==> config.mk <==
export PLATFORM = sky130hd
export DESIGN_NAME = mem_ctrl
export DESIGN_NICKNAME = d
export VERILOG_FILES = /design/src/rtl/mem_ctrl.sv
export SDC_FILE = /design/constraint.sdc
export NUM_CORES = 1
export LEC_CHECK = 0
export ABC_AREA = 1
export CAP_MARGIN = 20
export CORE_ASPECT_RATIO = 1.5
export CORE_MARGIN = 3
export CORE_UTILIZATION = 41
export CTS_CLUSTER_DIAMETER = 200
export DETAILED_ROUTE_END_ITERATION = 8
export PLACE_DENSITY = 0.82
export SYNTH_ARGS = -nofsm -noshare
export SYNTH_HDL_FRONTEND = slang
export SYNTH_SLANG_ARGS = --single-unit
==> constraint.sdc <==
create_clock -name clk -period 1.85 [get_ports clk]
set_clock_uncertainty 0.05 [all_clocks]
set_input_delay 0.37 -clock clk [delete_from_list [all_inputs] [get_ports clk]]
set_output_delay 0.37 -clock clk [all_outputs]
set_load 0.1 [all_outputs]
==> src/rtl/mem_ctrl.sv <==
// Arbitrates instruction fetches and loads/stores onto one registered backing-memory port, with segment/alignment checks and an ack timeout.
// Latency: mem_req rises the cycle after a request is sampled, and wait_* drops for one cycle after mem_ack. Requesters are stalled by holding wait_* high.
module mem_ctrl #(
   parameter int                ADDR_W      = 16,
   parameter logic [ADDR_W-1:0] INSTR_BASE  = 'h0000,
   parameter logic [ADDR_W-1:0] INSTR_LIMIT = 'h4000,
   parameter logic [ADDR_W-1:0] DATA_BASE   = 'h4000,
   parameter logic [ADDR_W-1:0] DATA_LIMIT  = 'h8000,
   parameter int                TIMEOUT     = 15
) (
   input  logic              clk,
   input  logic              rst,
   input  logic              instr_req,
   input  logic [ADDR_W-1:0] instr_addr,
   input  logic              data_req,
   input  logic              data_we,
   input  logic [ADDR_W-1:0] data_addr,
   input  logic [31:0]       data_wdata,
   output logic              wait_instr,
   output logic              wait_data,
   output logic              instr_segv,
   output logic              data_segv,
   output logic [31:0]       instr_rdata,
   output logic [31:0]       data_rdata,
   output logic              mem_req,
   output logic              mem_we,
   output logic [ADDR_W-1:0] mem_addr,
   output logic [31:0]       mem_wdata,
   input  logic [31:0]       mem_rdata,
   input  logic              mem_ack
);

   typedef enum logic [2:0] {
      IDLE, I_ACC, D_ACC, I_DONE, D_DONE, I_SEGV, D_SEGV
   } state_t;

   localparam logic [3:0] TO_LAST = 4'(TIMEOUT - 1);

   state_t              state_q, state_d;
   logic                mem_req_q, mem_req_d;
   logic                mem_we_q, mem_we_d;
   logic [ADDR_W-1:0]   mem_addr_q, mem_addr_d;
   logic [31:0]         mem_wdata_q, mem_wdata_d;
   logic [31:0]         instr_rdata_q, instr_rdata_d;
   logic [31:0]         data_rdata_q, data_rdata_d;
   logic [3:0]          cnt_q, cnt_d;

   function automatic logic is_legal(input logic [ADDR_W-1:0] a,
                                     input logic [ADDR_W-1:0] base,
                                     input logic [ADDR_W-1:0] limit);
      return (a >= base) && (a < limit) && (a[1:0] == 2'b00);
   endfunction

   always_comb begin
      state_d       = state_q;
      mem_req_d     = mem_req_q;
      mem_we_d      = mem_we_q;
      mem_addr_d    = mem_addr_q;
      mem_wdata_d   = mem_wdata_q;
      instr_rdata_d = instr_rdata_q;
      data_rdata_d  = data_rdata_q;
      cnt_d         = cnt_q;
      case (state_q)
         IDLE: begin
            // Data port has priority; a losing fetch simply stays pending.
            if (data_req) begin
               if (is_legal(data_addr, DATA_BASE, DATA_LIMIT)) begin
                  state_d     = D_ACC;
                  mem_req_d   = 1'b1;
                  mem_we_d    = data_we;
                  mem_addr_d  = data_addr;
                  mem_wdata_d = data_wdata;
                  cnt_d       = 4'd0;
               end else begin
                  state_d = D_SEGV;
               end
            end else if (instr_req) begin
               if (is_legal(instr_addr, INSTR_BASE, INSTR_LIMIT)) begin
                  state_d     = I_ACC;
                  mem_req_d   = 1'b1;
                  mem_we_d    = 1'b0;
                  mem_addr_d  = instr_addr;
                  mem_wdata_d = 32'd0;
                  cnt_d       = 4'd0;
               end else begin
                  state_d = I_SEGV;
               end
            end
         end
         I_ACC, D_ACC: begin
            if (mem_ack) begin
               mem_req_d = 1'b0;
               if (state_q == I_ACC) begin
                  instr_rdata_d = mem_rdata;
                  state_d       = I_DONE;
               end else begin
                  if (!mem_we_q) data_rdata_d = mem_rdata;
                  state_d = D_DONE;
               end
            end else begin
               cnt_d = cnt_q + 4'd1;
               // Counter reaches TIMEOUT on this edge: abandon the access.
               if (cnt_q == TO_LAST) begin
                  mem_req_d = 1'b0;
                  state_d   = (state_q == I_ACC) ? I_SEGV : D_SEGV;
               end
            end
         end
         default: state_d = IDLE;
      endcase
   end

   always_ff @(posedge clk) begin
      if (rst) begin
         state_q       <= IDLE;
         mem_req_q     <= 1'b0;
         mem_we_q      <= 1'b0;
         mem_addr_q    <= '0;
         mem_wdata_q   <= 32'd0;
         instr_rdata_q <= 32'd0;
         data_rdata_q  <= 32'd0;
         cnt_q         <= 4'd0;
      end else begin
         state_q       <= state_d;
         mem_req_q     <= mem_req_d;
         mem_we_q      <= mem_we_d;
         mem_addr_q    <= mem_addr_d;
         mem_wdata_q   <= mem_wdata_d;
         instr_rdata_q <= instr_rdata_d;
         data_rdata_q  <= data_rdata_d;
         cnt_q         <= cnt_d;
      end
   end

   assign wait_instr  = (state_q != I_DONE);
   assign wait_data   = (state_q != D_DONE);
   assign instr_segv  = (state_q == I_SEGV);
   assign data_segv   = (state_q == D_SEGV);
   assign instr_rdata = instr_rdata_q;
   assign data_rdata  = data_rdata_q;
   assign mem_req     = mem_req_q;
   assign mem_we      = mem_we_q;
   assign mem_addr    = mem_addr_q;
   assign mem_wdata   = mem_wdata_q;

endmodule

==> reports/results.tsv <==
stage	metric	value	unit
status	status	completed	
final_layout	Fill cells	692	
sta	RSZ-0062 raised after global routing	false	
pwr	worst vdd ir	0.00120	V
worst_setup_path	type of origin of the critical path	register	
hold_path	Worst Hold Class	input pin to register	
floorplan	core area	0.0112	mm^2
sta	worst hold slack	0.329	ns
route	Final ANT Viol Nets	0	
route	drt drc	0	
global_route	Tot GR Track Use	0.263	
pwr	clock network power share	0.252	
worst_setup_path	Arr. time, crit path	1.35	ns
route	met2 WL	9380	um
floorplan	row cnt	47	
hold_path	min-delay src	rst	
worst_setup_path	worst r2r path cells	7	
route	DRT Pass-1 Iters	5	
global_route	first-pass GRT wire length	27200	um
global_route	initial antenna violation count	0	
floorplan	Starting Density	0.426	
clocking	clk_lat worst skew	0.40	ns
clocking	CTS buffer count	17	
pwr	Sw Pwr	6.23	mW
clocking	htree depth	4	
place	gpl congestion	0.822	
route	Highest Signal Layer	met4	
synth	Post-Syn Nets	744	
pwr	internal power	7.68	mW
final_layout	antenna cells	0	
clocking	CTS tree	done	
clocking	root buffer cell	clkbuf_16	
place	Post-Place Cell Area	0.00835	mm^2
synth	Cells after Synth	639	
sta	Rel. slew slack	0.614	
floorplan	Die Y	138	um
synth	syn avg cell area	7.50	um^2
pwr	Leak	3.65	nW
worst_setup_path	worst r2r dst	instr_rdata[11]	
floorplan	die width	94.3	um
route	DR vias	5268	
final_layout	sequential cell area	0.00243	mm^2
pwr	logic gate share of total power	0.492	
pwr	total power draw	13.9	mW
worst_setup_path	Crit Path Category	register to output port	
final_layout	area of the multi-input gates	0.00206	mm^2
synth	register area share after synthesis	0.506	
synth	register bit total from synthesis	121	
route	WL met3	1550	um
sta	worst-margin pin slew	0.579	ns
global_route	grt total ovfl	0	
hold_path	worst hold path depth	4	
floorplan	IO Pins	220	
clocking	worst-case clock buffer depth	2	
place	IO buf count	219	
pwr	Sequential Power Share	0.256	
synth	Post-Syn Area	0.00479	mm^2
worst_setup_path	CP required	1.43	ns
route	wl on met1	5820	um
route	drt via density	5.21	
sta	Final setup viols	0	
sta	Final Hold Fails	0	
run	max cap viols	0	
worst_setup_path	critical path capture point type	output port	
route	initial DRC count	235	
hold_path	WHS Endpoint	mem_req	
place	post-detail-place hpwl	12500	um
pwr	switch share	0.448	
sta	post-route minimum period	1.77	ns
clocking	clk sinks	121	
final_layout	share of layout cells above drive strength 1	0.218	
floorplan	Die ar.	0.0130	mm^2
route	final wirelength	17300	um
worst_setup_path	reg2reg setup slack	0.19	ns
final_layout	final non-filler cell area	0.00899	mm^2
global_route	largest net degree at the start of global routing	64	
sta	fin crit share	0.958	
worst_setup_path	FF-to-FF Start	state_q[2]	
sta	final number of max-transition violations	0	
pwr	pwr dens	1550	mW/mm^2
global_route	vias in the first global route	5432	
synth	YS warnings	0	
clocking	clock-pin slew on the worst setup and hold paths	0.06	ns
final_layout	Area growth syn-to-layout	87.6	%
worst_setup_path	crit path max fanout	7	
synth	synth unique cells	26	
sta	FMAX	0.564	GHz
final_layout	final net count	956	
route	routed length per placed instance	17.1	um
## worst max-delay path, cell delays in order (launching register included)
cell and delay (ns):
dfxtp_2 0.39, inv_2 0.10, nor3_2 0.24, buf_12 0.21
## through the flow
step / worst slack [ns] / utilization / std cells / setup TNS (ns)
6_report: 0.0784 / 0.800 / 1011 / 0
3_3_place_gp: -0.126 / 0.743 / 979 / -5.36
3_5_place_dp: -0.296 / 0.743 / 979 / -11.60
2_1_floorplan: -0.237 / - / 639 / -0.473
4_1_cts: 0.0245 / 0.799 / 1011 / 0
5_1_grt: 0.00252 / 0.800 / 1011 / 0
## cell families after synthesis
family,after synthesis,synth area share
AOI/OAI and AO/OA,153,0.162
and+or+nand+nor,294,0.256
buffers and inverters,68,0.0687
adders and majority gates,3,0.00784
DFF,121,0.506
## flip-flops by register name (all words and copies together) (netlist names)
signal and cells:
data_rdata 32, instr_rdata 32, mem_wdata 32, mem_addr 16
cnt_q 4, state_q 3, mem_req 1, mem_we 1
## layer usage
metal | vias to the layer above | track usage
met5 | - | 0
met4 | 0 | 0.116
met3 | 45 | 0.0897
met2 | 237 | 0.482
met1 | 2460 | 0.260
li1 | 2526 | -
## worst max-delay path by stage
stage | startpoint | endpoint | cells after the start
4_1_cts | state_q[1] | wait_data | 3
5_1_grt | data_req | mem_wdata[31] | 9
6_report | state_q[2] | data_segv | 3
3_5_place_dp | data_req | mem_wdata[7] | 9
3_3_place_gp | data_req | mem_wdata[0] | 9
2_1_floorplan | state_q[2] | data_segv | 2
## cell type report
type / count / share of cell area
Tap cell: 147 / 0.0205
Clock inverter: 13 / 0.0216
Inverter: 22 / 0.00919
Multi-Input combinational cell: 450 / 0.229
Timing Repair Buffer: 239 / 0.401
Sequential cell: 121 / 0.270
Clock buffer: 19 / 0.0482
## synthesized netlist by cell type
library cell	instances	area share
nand3_1	23	0.024
nor3_1	35	0.037
clkbuf_1	21	0.016
o21ai_0	66	0.069
buf_1	1	0.00078
buf_6	3	0.0071
dfxtp_1	121	0.51
a21oi_1	84	0.088
nand2_2	2	0.0026
inv_2	5	0.0039
nand2_1	79	0.062
o21a_1	1	0.0016
nor3_2	1	0.0021
nor2_4	1	0.0024
nand4_4	1	0.0044
clkinv_1	1	0.00078
a211oi_1	1	0.0016
nand4_1	3	0.0039
buf_4	10	0.016
o21ai_2	1	0.0018
nor2_1	148	0.12
nand3_2	1	0.0021
inv_1	16	0.013
ha_1	3	0.0078
clkbuf_2	3	0.0031
buf_2	8	0.0084
## cell usage in the layout (no fill, tap or decap), drive strengths merged, types with 3 or more instances in the layout
cell,count
clkdlybuf4s50,100
ha,3
nand4,4
clkinv,6
bufinv,4
o21ai,67
buf,139
a21oi,84
inv,24
nand3,24
nor3,36
nand2,81
clkbuf,19
dfxtp,121
nor2,149
## power by group through the flow
stage	Sequential, mW	Clock [mW]	Combinational [mW]
finish	3.56	3.50	6.85
global route	3.61	3.67	7.17
CTS	3.55	3.55	6.87
detailed placement	3.60	0	6.84
global placement	3.56	0	6.71
floorplan	6.14	0	1.64
## timing repair
item	4_1_cts	5_1_grt
hold buffers	0	0
buffers inserted	0	0
setup endpoints to repair	2	2
gates resized for setup	1	4
(Power assumes the default switching activity.)
